===== src/rtl/level_calibrator_pkg.sv =====
// Shared constants and types for the liquid-level meter calibration path.
package level_calibrator_pkg;

  localparam int LC_RAW_W     = 12;
  localparam int LC_PCT_MAX   = 100;
  localparam int LC_DIV_STEPS = 19;

  localparam logic [1:0] ST_IDLE = 2'd0;
  localparam logic [1:0] ST_PREP = 2'd1;
  localparam logic [1:0] ST_DIV  = 2'd2;
  localparam logic [1:0] ST_DONE = 2'd3;

  typedef enum logic [1:0] {
    CLAMP_NONE,
    CLAMP_ZERO,
    CLAMP_FULL,
    CLAMP_ERR
  } clamp_t;

endpackage


===== src/rtl/level_calibrator_if.sv =====
// Sample, calibration-pulse and level-result bundle between sensor front end and calibrator.
interface level_calibrator_if
  import level_calibrator_pkg::*;
#(
  parameter int RAW_W = LC_RAW_W
) ();

  logic [RAW_W-1:0] raw_value;
  logic             raw_valid;
  logic             cal_clear;
  logic             save_high;
  logic             save_low;
  logic [6:0]       level_pct;
  logic             level_valid;
  logic             level_err;
  logic [RAW_W-1:0] cal_high;
  logic [RAW_W-1:0] cal_low;
  logic             cal_ok;
  logic             busy;

  modport master (
    output raw_value, raw_valid, cal_clear, save_high, save_low,
    input  level_pct, level_valid, level_err, cal_high, cal_low, cal_ok, busy
  );

  modport slave (
    input  raw_value, raw_valid, cal_clear, save_high, save_low,
    output level_pct, level_valid, level_err, cal_high, cal_low, cal_ok, busy
  );

endinterface


===== src/rtl/level_calibrator_seq_divider.sv =====
// Restoring unsigned divider, one quotient bit per clock. 'done' is high during the
// cycle whose edge performs the final step; quot is valid from the following cycle.
module level_calibrator_seq_divider
  import level_calibrator_pkg::*;
#(
  parameter int NUM_W = LC_DIV_STEPS,
  parameter int DEN_W = LC_RAW_W
) (
  input  logic             clk,
  input  logic             rst,
  input  logic             start,
  input  logic [NUM_W-1:0] num,
  input  logic [DEN_W-1:0] den,
  output logic [NUM_W-1:0] quot,
  output logic             done
);

  localparam int CNT_W = $clog2(NUM_W + 1);

  logic [CNT_W-1:0] cnt;
  logic [DEN_W-1:0] rem;
  logic [NUM_W-1:0] q;
  logic [DEN_W:0]   shifted;
  logic             fits;

  // Partial remainder is one bit wider than the divisor before the trial subtract.
  always_comb begin
    shifted = {rem, q[NUM_W-1]};
    fits    = shifted >= {1'b0, den};
  end

  assign done = (cnt == CNT_W'(1));
  assign quot = q;

  always_ff @(posedge clk or posedge rst) begin
    if (rst) begin
      cnt <= '0;
      rem <= '0;
      q   <= '0;
    end else if (start) begin
      cnt <= CNT_W'(NUM_W);
      rem <= '0;
      q   <= num;
    end else if (cnt != '0) begin
      cnt <= cnt - CNT_W'(1);
      rem <= DEN_W'(fits ? (shifted - {1'b0, den}) : shifted);
      q   <= {q[NUM_W-2:0], fits};
    end
  end

endmodule


===== src/rtl/level_calibrator.sv =====
// Holds empty/full calibration points and converts each raw sample to a 0..PCT_MAX level.
//   state   | meaning
//   IDLE    | waiting for raw_valid; snapshots sample and calibration
//   PREP    | builds numerator/denominator, latches clamp code, starts divider
//   DIV     | divider running, fixed 19 steps regardless of clamp
//   DONE    | publishes level_pct/level_err with a one-cycle level_valid
module level_calibrator
  import level_calibrator_pkg::*;
#(
  parameter int RAW_W   = LC_RAW_W,
  parameter int PCT_MAX = LC_PCT_MAX
) (
  input  logic         clk_100MHz,
  input  logic         reset,
  level_calibrator_if.slave bus
);

  localparam int NUM_W = RAW_W + 7;

  logic [1:0]       state;
  logic [RAW_W-1:0] raw_last;
  logic [RAW_W-1:0] cal_high;
  logic [RAW_W-1:0] cal_low;
  logic [RAW_W-1:0] sample;
  logic [RAW_W-1:0] snap_high;
  logic [RAW_W-1:0] snap_low;
  clamp_t           clamp;
  clamp_t           clamp_next;
  logic [6:0]       level_pct;
  logic             level_valid;
  logic             level_err;
  logic             busy;
  logic [NUM_W-1:0] span_x;
  logic [NUM_W-1:0] div_num;
  logic [RAW_W-1:0] div_den;
  logic [NUM_W-1:0] div_quot;
  logic             div_done;

  assign bus.level_pct   = level_pct;
  assign bus.level_valid = level_valid;
  assign bus.level_err   = level_err;
  assign bus.cal_high    = cal_high;
  assign bus.cal_low     = cal_low;
  assign bus.cal_ok      = cal_high > cal_low;
  assign bus.busy        = busy;

  // x*100 as shifts; only meaningful when the clamp code is NONE.
  always_comb begin
    span_x  = NUM_W'(sample - snap_low);
    div_num = (span_x << 6) + (span_x << 5) + (span_x << 2);
    div_den = snap_high - snap_low;
    clamp_next = CLAMP_NONE;
    if (snap_high <= snap_low)       clamp_next = CLAMP_ERR;
    else if (sample <= snap_low)     clamp_next = CLAMP_ZERO;
    else if (sample >= snap_high)    clamp_next = CLAMP_FULL;
  end

  level_calibrator_seq_divider #(
    .NUM_W (NUM_W),
    .DEN_W (RAW_W)
  ) u_div (
    .clk   (clk_100MHz),
    .rst   (reset),
    .start (state == ST_PREP),
    .num   (div_num),
    .den   (div_den),
    .quot  (div_quot),
    .done  (div_done)
  );

  // Saves read raw_last before this cycle's raw_valid updates it.
  always_ff @(posedge clk_100MHz or posedge reset) begin
    if (reset) begin
      raw_last <= '0;
      cal_high <= '1;
      cal_low  <= '0;
    end else begin
      if (bus.raw_valid) raw_last <= bus.raw_value;
      if (bus.cal_clear) begin
        cal_high <= '1;
        cal_low  <= '0;
      end else begin
        if (bus.save_high) cal_high <= raw_last;
        if (bus.save_low)  cal_low  <= raw_last;
      end
    end
  end

  always_ff @(posedge clk_100MHz or posedge reset) begin
    if (reset) begin
      state       <= ST_IDLE;
      sample      <= '0;
      snap_high   <= '0;
      snap_low    <= '0;
      clamp       <= CLAMP_NONE;
      level_pct   <= '0;
      level_valid <= 1'b0;
      level_err   <= 1'b0;
      busy        <= 1'b0;
    end else begin
      level_valid <= 1'b0;
      case (state)
        ST_IDLE: begin
          if (bus.raw_valid) begin
            sample    <= bus.raw_value;
            snap_high <= cal_high;
            snap_low  <= cal_low;
            busy      <= 1'b1;
            state     <= ST_PREP;
          end
        end
        ST_PREP: begin
          clamp <= clamp_next;
          state <= ST_DIV;
        end
        ST_DIV: begin
          if (div_done) state <= ST_DONE;
        end
        ST_DONE: begin
          level_valid <= 1'b1;
          busy        <= 1'b0;
          state       <= ST_IDLE;
          level_err   <= (clamp == CLAMP_ERR);
          case (clamp)
            CLAMP_ERR:  level_pct <= '0;
            CLAMP_ZERO: level_pct <= '0;
            CLAMP_FULL: level_pct <= 7'(PCT_MAX);
            default:    level_pct <= 7'(div_quot);
          endcase
        end
        default: state <= ST_IDLE;
      endcase
    end
  end

endmodule


===== src/flat_wrapper.sv =====
// flat-port wrapper written by rule: the top's interface ports become plain ports
module level_calibrator_flat import level_calibrator_pkg::*;
#(
  parameter int RAW_W   = LC_RAW_W,
  parameter int PCT_MAX = LC_PCT_MAX
)
  (clk_100MHz, reset, bus_raw_value, bus_raw_valid, bus_cal_clear, bus_save_high, bus_save_low, bus_level_pct, bus_level_valid, bus_level_err, bus_cal_high, bus_cal_low, bus_cal_ok, bus_busy);
  level_calibrator_if #(.RAW_W(RAW_W)) bus_i ();
  input  logic clk_100MHz;
  input  logic reset;
  input wire logic [$bits(bus_i.raw_value)-1:0] bus_raw_value;
  input wire logic [$bits(bus_i.raw_valid)-1:0] bus_raw_valid;
  input wire logic [$bits(bus_i.cal_clear)-1:0] bus_cal_clear;
  input wire logic [$bits(bus_i.save_high)-1:0] bus_save_high;
  input wire logic [$bits(bus_i.save_low)-1:0] bus_save_low;
  output wire logic [$bits(bus_i.level_pct)-1:0] bus_level_pct;
  output wire logic [$bits(bus_i.level_valid)-1:0] bus_level_valid;
  output wire logic [$bits(bus_i.level_err)-1:0] bus_level_err;
  output wire logic [$bits(bus_i.cal_high)-1:0] bus_cal_high;
  output wire logic [$bits(bus_i.cal_low)-1:0] bus_cal_low;
  output wire logic [$bits(bus_i.cal_ok)-1:0] bus_cal_ok;
  output wire logic [$bits(bus_i.busy)-1:0] bus_busy;
  assign bus_i.raw_value = bus_raw_value;
  assign bus_i.raw_valid = bus_raw_valid;
  assign bus_i.cal_clear = bus_cal_clear;
  assign bus_i.save_high = bus_save_high;
  assign bus_i.save_low = bus_save_low;
  assign bus_level_pct = bus_i.level_pct;
  assign bus_level_valid = bus_i.level_valid;
  assign bus_level_err = bus_i.level_err;
  assign bus_cal_high = bus_i.cal_high;
  assign bus_cal_low = bus_i.cal_low;
  assign bus_cal_ok = bus_i.cal_ok;
  assign bus_busy = bus_i.busy;
  level_calibrator #(.RAW_W(RAW_W), .PCT_MAX(PCT_MAX)) u_core (.clk_100MHz(clk_100MHz), .reset(reset), .bus(bus_i));
endmodule

===== config.mk =====
export PLATFORM = sky130hd
export DESIGN_NAME = level_calibrator_flat
export DESIGN_NICKNAME = d
export VERILOG_FILES = /design/src/rtl/level_calibrator_pkg.sv /design/src/rtl/level_calibrator_if.sv /design/src/rtl/level_calibrator_seq_divider.sv /design/src/rtl/level_calibrator.sv /design/src/flat_wrapper.sv
export SDC_FILE = /design/constraint.sdc
export NUM_CORES = 1
export LEC_CHECK = 0
export ABC_AREA = 1
export CAP_MARGIN = 20
export CORE_ASPECT_RATIO = 0.9
export CORE_MARGIN = 2
export CORE_UTILIZATION = 53
export DETAILED_ROUTE_END_ITERATION = 10
export PLACE_DENSITY = 0.76
export SLEW_MARGIN = 15
export SYNTH_ARGS = -nofsm -noshare
export SYNTH_HDL_FRONTEND = slang
export SYNTH_SLANG_ARGS = --single-unit

===== constraint.sdc =====
create_clock -name clk_100MHz -period 4.55 [get_ports clk_100MHz]
set_input_delay 0.91 -clock clk_100MHz [delete_from_list [all_inputs] [get_ports clk_100MHz]]
set_output_delay 0.91 -clock clk_100MHz [all_outputs]
set_load 0.005 [all_outputs]

==> metrics.txt <==
run status completed; total number of clock tree sinks around 120; register clock-pin slew on the reported worst setup and hold paths approximately 0.060 ns; vias in the first global route 7,346; total inserted antenna cells 0; cell repeated most along the worst path sky130_fd_sc_hd__inv_1; Iter 0 DRT Violations ~530; met1 track demand over resource in global routing 0.363; post-place instance area between 9000 and 10,000 um^2; cells after synthesis between 1,000 and 1,500; post-detailed-route count of antenna-violating nets 0; biggest fanout along the worst timing path 3; proportion of layout cells with a drive suffix above 1 0.0685; area of the mapped netlist slightly below 9000 um^2; number of enable flip-flop cells after synthesis 0; I/O pin count 53; Post-Route Skew ~0.009 ns; placeable core area roughly 16,000 um^2; warnings from Yosys 0; flops & latches, synth approximately 120; placed cell count ~1,400; number of levels the H-tree was split into 4; largest area contributor in the netlist sky130_fd_sc_hd__dfrtp_1; Startpoint Class flip-flop; maximum number of pins on one net before global-route repair 67; post-cts gate resize count 0; clock insertion delay at the later pin of the skew report 0.43 ns; syn_nets approximately 1,300; Max Cap Violations 0; critical path data arrival time roughly 4.2 ns; slew at the pin closest to its max-slew limit between 1 and 1.5 ns; GRT Overall Usage 0.254; Min Clock Period, post-route between 3 and 4 ns; post-detailed-route DRC marker count 0; first-pass GRT wire length 36,000 um; setup TNS 0 ns; Initial Util 0.541; number of buffers and inverters on the critical path 5; FMAX 0.259 GHz; setup repair after global routing missed its margin false; Max-Slew Margin vs Limit 0.273; CP cell instances inv_1 > ha_1 > inv_1 > fa_1 > inv_1 > nor2_2 > nor2_2 > xor2_1 > inv_1 > fa_1 > inv_1 > ha_1 > fa_1 > nand2_1 > nand2_1 > o21ai_0 > o21ai_0 > nand2_1 > nand3_1 > nand3_1 > nand2_1; most common flop cell mapped by yosys sky130_fd_sc_hd__dfrtp_1; via count normalized by instance count between 5 and 6; share of the yosys chip area belonging to registers 0.353; number of buffers inserted for hold repair after clock tree synthesis 0; grt total ovfl 0; number of buffers on the longest clock path 2; clock tree from TritonCTS yes; CP Capture Type flip-flop; WS Path Type reg -> reg; worst hold path class reg -> reg; GR Layer Usage met3 0.0440; count of final max-slew check failures 0; Vert. Die Dim 125 um; share of the synthesized area in the top cell type 0.317; portion of the clock cycle consumed by the worst path in the final layout 0.850; final setup violating endpoints 0; DP Wirelength around 16,000 um; Crit path max-delay family adder cells; gpl congestion 0.945; standard-cell rows 44; die area between 15,000 and 20,000 um^2; count of vias placed by the detailed router ~7,800; most frequent cell after synthesis sky130_fd_sc_hd__nand2_1; Max stage delay on crit path slightly above 0.5 ns; global-route layer with the greatest usage met2; cell types with the highest counts after synthesis 346 x sky130_fd_sc_hd__nand2_1, 197 x sky130_fd_sc_hd__inv_1, 110 x sky130_fd_sc_hd__dfrtp_1; antenna violations before repair 0; average routed wire per standard cell roughly 15 um; layout overhead on the synthesized area 14.7%; Buffers on Ports 52; cell with the biggest individual delay on the critical path sky130_fd_sc_hd__fa_1; total CTS buffers 17; proportion of synthesized flip-flops having asynchronous set or reset 1.00; number of nets in the layout around 1,300; met2 usage in global routing 0.397; hold violation total from the final report 0; x dimension of the die about 140 um; routed wire length around 21,000 um; syn avg cell area roughly 7.4 um^2; final std cells w/o fill around 1,400; Root Buffer sky130_fd_sc_hd__clkbuf_16; required time of the critical path around 5 ns; final std cell area, no fill about 10000 um^2; final core utilization 0.620; dominant cells by area after synthesis sky130_fd_sc_hd__dfrtp_1 32%, sky130_fd_sc_hd__nand2_1 15%, sky130_fd_sc_hd__ha_1 13%; number of unique standard cell types used by synthesis 46; Pre-Repair DR Iteration Count 5; post-CTS setup repair buffer count 0
## cells by family (layout without fill, tap and decap cells)
logic type,count (synthesis),count (layout),synth area share
buf+inv,231,292,0.102
flops,122,122,0.353
simple gates,530,530,0.260
xor+xnor,20,20,0.0210
compound gates,181,181,0.120
fa+ha+maj,95,95,0.144
## state kept, by name, summed over array words and instances, names as in the netlist
register / cells
u_core.clamp: 2
u_core.bus.cal_low: 12
u_core.snap_high: 12
u_core.bus.level_err: 1
u_core.state: 2
u_core.raw_last: 12
u_core.u_div.quot: 19
u_core.bus.busy: 1
u_core.bus.cal_high: 12
u_core.snap_low: 12
u_core.sample: 12
u_core.u_div.cnt: 5
u_core.bus.level_valid: 1
u_core.bus.level_pct: 7
u_core.u_div.rem: 12
## layout make-up
class,instances,area (um^2)
clock buffer,17,425
clock inverter,15,150
fill,1436,6110
inverter,203,764
multi-input combinational,826,4730
sequential,122,3070
tap,207,259
timing repair buffer,57,571
## worst paths after layout
check | start | to | slack (ns) | cells after the start
worst min-delay path | u_core.bus.level_err$_DFFE_PP0P_ | u_core.bus.level_err$_DFFE_PP0P_ | 0.48 | 2
worst min register to register | u_core.bus.level_err$_DFFE_PP0P_ | u_core.bus.level_err$_DFFE_PP0P_ | 0.48 | 2
max in group asynchronous | reset | u_core.u_div.quot[8]$_DFFE_PP0P_ | 2.81 | 3
worst max-delay path | u_core.sample[0]$_DFFE_PP0P_ | u_core.u_div.quot[14]$_DFFE_PP0P_ | 0.68 | 21
min in group asynchronous | reset | u_core.bus.cal_low[2]$_DFFE_PP0P_ | 0.95 | 2
worst max register to register | u_core.sample[0]$_DFFE_PP0P_ | u_core.u_div.quot[14]$_DFFE_PP0P_ | 0.68 | 21
## cells in the final DEF (no fill, tap or decap), drive strengths merged, types with 3 or more instances in the layout
master / count
nand3b: 6
dfrtp: 110
buf: 5
clkinvlp: 3
nor2: 65
o31ai: 5
o21a: 3
ha: 87
a31oi: 3
nand2: 356
clkbuf: 17
o21bai: 4
nor3: 5
clkdlybuf4s50: 52
nand4: 25
nand3: 67
o21ai: 81
xor2: 9
o22ai: 15
fa: 8
dfstp: 12
inv: 212
o221ai: 9
xnor2: 11
a21oi: 52
or2: 5
## worst reg2reg max path: stages, from the launching register on
cell                      delay [ns]
sky130_fd_sc_hd__dfrtp_1        0.35
sky130_fd_sc_hd__inv_1          0.10
sky130_fd_sc_hd__ha_1           0.17
sky130_fd_sc_hd__inv_1          0.07
sky130_fd_sc_hd__fa_1           0.44
sky130_fd_sc_hd__inv_1          0.09
sky130_fd_sc_hd__nor2_2         0.05
sky130_fd_sc_hd__nor2_2         0.19
sky130_fd_sc_hd__xor2_1         0.21
sky130_fd_sc_hd__inv_1          0.12
sky130_fd_sc_hd__fa_1           0.51
sky130_fd_sc_hd__inv_1          0.04
sky130_fd_sc_hd__ha_1           0.23
sky130_fd_sc_hd__fa_1           0.42
sky130_fd_sc_hd__nand2_1        0.11
sky130_fd_sc_hd__nand2_1        0.05
sky130_fd_sc_hd__o21ai_0        0.12
sky130_fd_sc_hd__o21ai_0        0.18
sky130_fd_sc_hd__nand2_1        0.11
sky130_fd_sc_hd__nand3_1        0.07
sky130_fd_sc_hd__nand3_1        0.08
sky130_fd_sc_hd__nand2_1        0.06
## stage by stage
step / setup slack [ns] / hold WS (ns)
2_1_floorplan: 0.417 / 0.453
3_3_place_gp: 0.849 / 0.467
3_5_place_dp: 0.714 / 0.465
4_1_cts: 0.698 / 0.481
5_1_grt: 0.286 / 0.512
6_report: 0.684 / 0.475
## layer usage
metal | part of all wire | vias up
li1 | - | 3899
met1 | 0.48 | 3590
met2 | 0.45 | 253
met3 | 0.056 | 29
met4 | 0.017 | 0
met5 | 0 | -
Power is not shown: default switching activity piles up to over one toggle a cycle in this logic, so the estimate is an artifact.
==> edit 1, RTL diff (same settings) <==
`LC_PCT_MAX`: 100 -> 50.
--- a/src/rtl/level_calibrator_pkg.sv
+++ b/src/rtl/level_calibrator_pkg.sv
@@ -4,3 +4,3 @@
   localparam int LC_RAW_W     = 12;
-  localparam int LC_PCT_MAX   = 100;
+  localparam int LC_PCT_MAX   = 50;
   localparam int LC_DIV_STEPS = 19;
Behaviour: no difference found for any inputs over 10 cycles, from zero or initial values and one cycle with reset high; that may be too few to reach the edited logic, so the function may still have changed.
==> edit 1 against the unedited design <==
Routed wire length rose by 0.20%; area after synthesis fell by 0.36%; sequential cell count did not move; clock skew rose by 0.0039 ns; worst hold slack improved by 0.0054 ns; cell area rose by 0.14%; critical path type unchanged; setup slack improved by 0.098 ns.
Power is left out: the tool's default activity adds up to more than one toggle a clock period on the data nets, which glitch-free logic cannot reach.
==> edit 1: results <==
metrics = {
    "critical_path": {
        "regToRegSetupSlack_ns": 0.78,
        "arrival_ns": 4.08,
        "reg2reg_from": "u_core.sample[0]",
        "cp_slowest_stage_delay_ns": 0.51,
        "r2r_cells": 21,
        "critical_path.max_fanout": 3,
        "critPathSlowestCell": "fa_1",
        "timing.rr.end": "u_core.u_div.quot[14]",
    },
    "layout": {
        "fillers": 1438,
        "n_antenna_cell": 0,
        "drive_gt1_share_pct": 6.21,
        "largest_reg_flops": 19,
    },
    "clock_network": {
        "cts.repair.resized": 0,
        "cts.path.max_buffers": 2,
        "cts-root-buf": "clkbuf_16",
        "post_cts.repair.setup_buffers": 0,
        "clock_latency_ns": 0.43,
        "cts_made_buffers": 17,
        "cts.clk_slew.worst_paths_ns": 0.06,
    },
    "route": {
        "routedWlPerCell_um": 14.6,
        "dr_total_vias": 7712,
        "dr.pass1.iters": 5,
        "first_iter_violations": 573,
    },
    "worst_hold_path": {
        "holdPathEnd": "u_core.bus.level_pct[4]",
        "worstHoldStart": "u_core.bus.level_pct[4]",
        "hold_depth": 2,
    },
    "synth": {
        "synth_cell_types": 43,
        "synth_commonest_cells": "nand2_1 (348), inv_1 (197), dfrtp_1 (110), ha_1 (87), o21ai_0 (79)",
        "syn-num-nets": 1291,
        "yosys_warnings": 0,
        "synthArstFlopShare_pct": 100,
        "synthTopCellsByArea": "dfrtp_1 (32%), nand2_1 (15%), ha_1 (13%)",
        "synth_seq_area_share_pct": 35.4,
        "synth-main-ff-cell": "dfrtp_1",
    },
    "placement": {
        "pre_cts_ws_ns": 0.795,
        "dpl.hpwl_mm": 15.9,
        "io_buffer_count": 52,
        "gp_congestion": 0.894,
    },
    "outcome": {
        "status": "finished clean",
    },
    "global_routing": {
        "grt_usage_pct": 25.3,
        "grt_pass1_wl_mm": 35.9,
        "grt_max_degree": 74,
        "grt_pass1_vias": 7518,
    },
    "sta": {
        "fin_skew_ns": 0.0130,
        "worst_pin_slew_ns": 0.675,
    },
}
==> edit 1: area by class of cell <==
type | instances | area (um^2) | area share, %
inverters | 202 | 761 | 7.62
repair buffers | 57 | 571 | 5.72
flip-flops and latches | 122 | 3070 | 30.7
well taps | 207 | 259 | 2.59
clock inverters | 12 | 163 | 1.63
multi-input cells | 826 | 4710 | 47.1
clock buffers | 20 | 457 | 4.57
==> edit 1: logic make-up after synthesis <==
logic type | after synthesis | share of synthesized area (%)
compound gates | 181 | 12.0
flops | 122 | 35.4
simple gates | 530 | 25.8
buf+inv | 230 | 10.2
xor+xnor | 20 | 2.11
fa+ha+maj | 95 | 14.4
==> edit 1: metal layers <==
metal  global-route usage (%)  vias to the layer above  wire length, um
met5                        0                        -                0
met4                     7.19                        0              348
met3                     4.52                       32             1010
met2                     42.4                      228             9800
met1                     34.1                     3555             9990
li1                         -                     3897                -
==> edit 1: how the worst max path moves through the flow <==
stage | startpoint | end | slack [ns] | cells after the start
2_1_floorplan | reset | u_core.bus.busy | 0.42 | 1
3_3_place_gp | u_core.sample[0] | u_core.u_div.quot[14] | 0.87 | 21
3_5_place_dp | u_core.sample[0] | u_core.u_div.quot[14] | 0.79 | 21
4_1_cts | u_core.sample[0] | u_core.u_div.quot[14] | 0.79 | 21
5_1_grt | u_core.sample[0] | u_core.u_div.quot[14] | 0.32 | 21
6_report | u_core.sample[0] | u_core.u_div.quot[14] | 0.78 | 21
==> edit 1: metrics by stage <==
stage | area, um^2 | utilization, % | hold slack [ns] | std cells
floorplan | 8660 | - | 0.453 | 1178
global placement | 9360 | 58.3 | 0.467 | 1414
detailed placement | 9360 | 58.3 | 0.473 | 1414
CTS | 9980 | 62.1 | 0.487 | 1446
global route | 9980 | 62.1 | 0.512 | 1446
finish | 9980 | 62.1 | 0.481 | 1446
==> edit 1: worst max-delay path, delay by kind of cell (launching register included) <==
kind	cells	cell delay, ns
adders and majority gates	5	1.72
and+or+nand+nor	8	0.70
buffers and inverters	5	0.39
DFF	1	0.36
AOI/OAI and AO/OA	2	0.28
xor gates and xnor gates	1	0.20
==> edit 2, RTL diff (same settings) <==
Made on the original files. Re-encode `clamp_t` (4 values) as one-hot, 4 bits wide.
--- a/src/rtl/level_calibrator_pkg.sv
+++ b/src/rtl/level_calibrator_pkg.sv
@@ -12,7 +12,7 @@
 
-  typedef enum logic [1:0] {
-    CLAMP_NONE,
-    CLAMP_ZERO,
-    CLAMP_FULL,
-    CLAMP_ERR
+  typedef enum logic [3:0] {
+    CLAMP_NONE = 4'b0001,
+    CLAMP_ZERO = 4'b0010,
+    CLAMP_FULL = 4'b0100,
+    CLAMP_ERR  = 4'b1000
   } clamp_t;
Behaviour: same outputs for any inputs over 10 cycles, from zero or initial values and one cycle with reset high; not proved beyond that.
==> edit 2 against the unedited design <==
Synthesized cell count is 0.85% higher; cell area is 0.74% higher; setup slack worse by 0.18 ns; sequential cell count is 2 higher; die area is 0.59% higher; area after synthesis is 0.60% higher; routed wire length is 3.4% higher; critical endpoint is now u_core.u_div.quot[12]; highest routed layer unchanged.
Power is left out: the tool's default activity adds up to more than one toggle a clock period on the data nets, which glitch-free logic cannot reach.
==> edit 2: results <==
metrics = {
    "clock_network": {
        "cts_made_buffers": 17,
        "cts.clk_slew.worst_paths_ns": 0.06,
        "cts.repair.resized": 0,
        "post_cts.repair.setup_buffers": 0,
        "cts_max_level": 4,
    },
    "synth": {
        "yosys_warnings": 0,
        "synth_xor_area_share_pct": 2.28,
        "synth_fa_ha_area_share_pct": 14.3,
        "synth_seq_area_share_pct": 35.7,
        "synth_compound_area_share_pct": 11.8,
        "synthTopCellsByArea": "dfrtp_1 (32%), nand2_1 (15%), ha_1 (12%)",
        "syn-num-nets": 1302,
        "synthArstFlopShare_pct": 100,
        "synth_cell_types": 45,
        "synth_commonest_cells": "nand2_1 (355), inv_1 (190), dfrtp_1 (111), ha_1 (87), o21ai_0 (74)",
    },
    "global_routing": {
        "grt_max_degree": 83,
        "grt_usage_pct": 26.2,
        "antenna_found_initial": 0,
        "grt_pass1_wl_mm": 37.3,
        "overflow": 0,
    },
    "critical_path": {
        "arrival_ns": 4.36,
        "reg2reg_from": "u_core.sample[0]",
        "r2r_cells": 20,
        "critical_path.max_fanout": 4,
        "timing.rr.end": "u_core.u_div.quot[12]",
        "regToRegSetupSlack_ns": 0.50,
    },
    "layout": {
        "fillers": 1471,
        "drive_gt1_share_pct": 6.69,
        "nets": 1355,
        "largest_reg_flops": 19,
    },
    "placement": {
        "gp_congestion": 1.01,
        "pre_cts_ws_ns": 0.545,
        "place_area_um2": 9460,
        "dpl.hpwl_mm": 16.6,
    },
    "route": {
        "routedWlPerCell_um": 14.9,
        "first_iter_violations": 584,
        "dr_total_vias": 7832,
    },
    "sta": {
        "slew_headroom_pct": 48.2,
        "fin_skew_ns": 0.0137,
    },
    "outcome": {
        "status": "finished clean",
    },
    "worst_hold_path": {
        "holdCritPathClass": "reg2reg",
        "holdPathEnd": "u_core.bus.level_pct[3]",
        "worstHoldStart": "u_core.bus.level_pct[3]",
    },
}
[edit 2: cell types whose count changed after synthesis, sizes merged, moves of 3 or more]
| cell | delta |
|---|---|
| nand2 | +8 |
| o21ai | -3 |
| nor4 | +4 |
| nand3 | -6 |
| buf | -5 |
| a21oi | +4 |
| inv | -4 |
| xor2 | +3 |
| a21boi | +3 |
| nor2 | +7 |
[edit 2: final cells by class]
| type | instances | area (um^2) | share of cell area [%] |
|---|---|---|---|
| multi-input cells | 841 | 4770 | 47.5 |
| flip-flops and latches | 124 | 3120 | 31.1 |
| inverters | 199 | 749 | 7.46 |
| repair buffers | 59 | 593 | 5.91 |
| clock buffers | 20 | 437 | 4.35 |
| well taps | 207 | 259 | 2.58 |
| clock inverters | 12 | 116 | 1.16 |
[edit 2: worst max path at each step]
| stage | slack, ns | start | cells past startpoint | to |
|---|---|---|---|---|
| final | 0.50 | u_core.sample[0] | 20 | u_core.u_div.quot[12] |
| after detailed placement | 0.54 | u_core.sample[0] | 20 | u_core.u_div.quot[12] |
| after CTS | 0.54 | u_core.sample[0] | 20 | u_core.u_div.quot[12] |
| after global placement | 0.68 | u_core.sample[0] | 20 | u_core.u_div.quot[12] |
| after floorplan | 0.36 | reset | 1 | u_core.bus.busy |
| after global routing | 0.23 | u_core.sample[0] | 20 | u_core.u_div.quot[12] |
[edit 2: per-layer routing]
layer  track usage, %  share of wire (%)
met1             35.5                 47
met3             3.88                4.8
met5                0                  0
met4             10.6                2.7
met2             42.5                 46
[edit 2: metrics by stage]
step | instances | hold WS, ns | utilization [%]
6_report | 1462 | 0.483 | 62.3
5_1_grt | 1462 | 0.510 | 62.3
4_1_cts | 1461 | 0.488 | 62.1
3_5_place_dp | 1429 | 0.473 | 58.7
3_3_place_gp | 1429 | 0.467 | 58.7
2_1_floorplan | 1189 | 0.452 | -
[edit 2: cells by family (layout without fill, tap and decap cells)]
kind of cell             count (synthesis)  after routing
AO/OA/AOI/OAI                          181            181
XOR/XNOR                                21             21
adder cells (fa/ha/maj)                 95             95
buffers and inverters                  224            290
flip-flops                             124            124
AND/OR/NAND/NOR                        544            544
[edit 2: critical path: stages (launching register included)]
cell and delay, ns:
dfrtp_1 0.36, inv_1 0.10, ha_1 0.15, inv_1 0.07, fa_1 0.43, inv_1 0.12, nor2_4 0.05, nor2_2 0.22
xor2_1 0.20, inv_1 0.12, fa_1 0.51, inv_1 0.04, ha_1 0.21, fa_1 0.40, nand2_1 0.10, nand2_1 0.05
o21ai_0 0.17, o21ai_0 0.17, or2_2 0.29, nand3_1 0.07, nand3_1 0.08
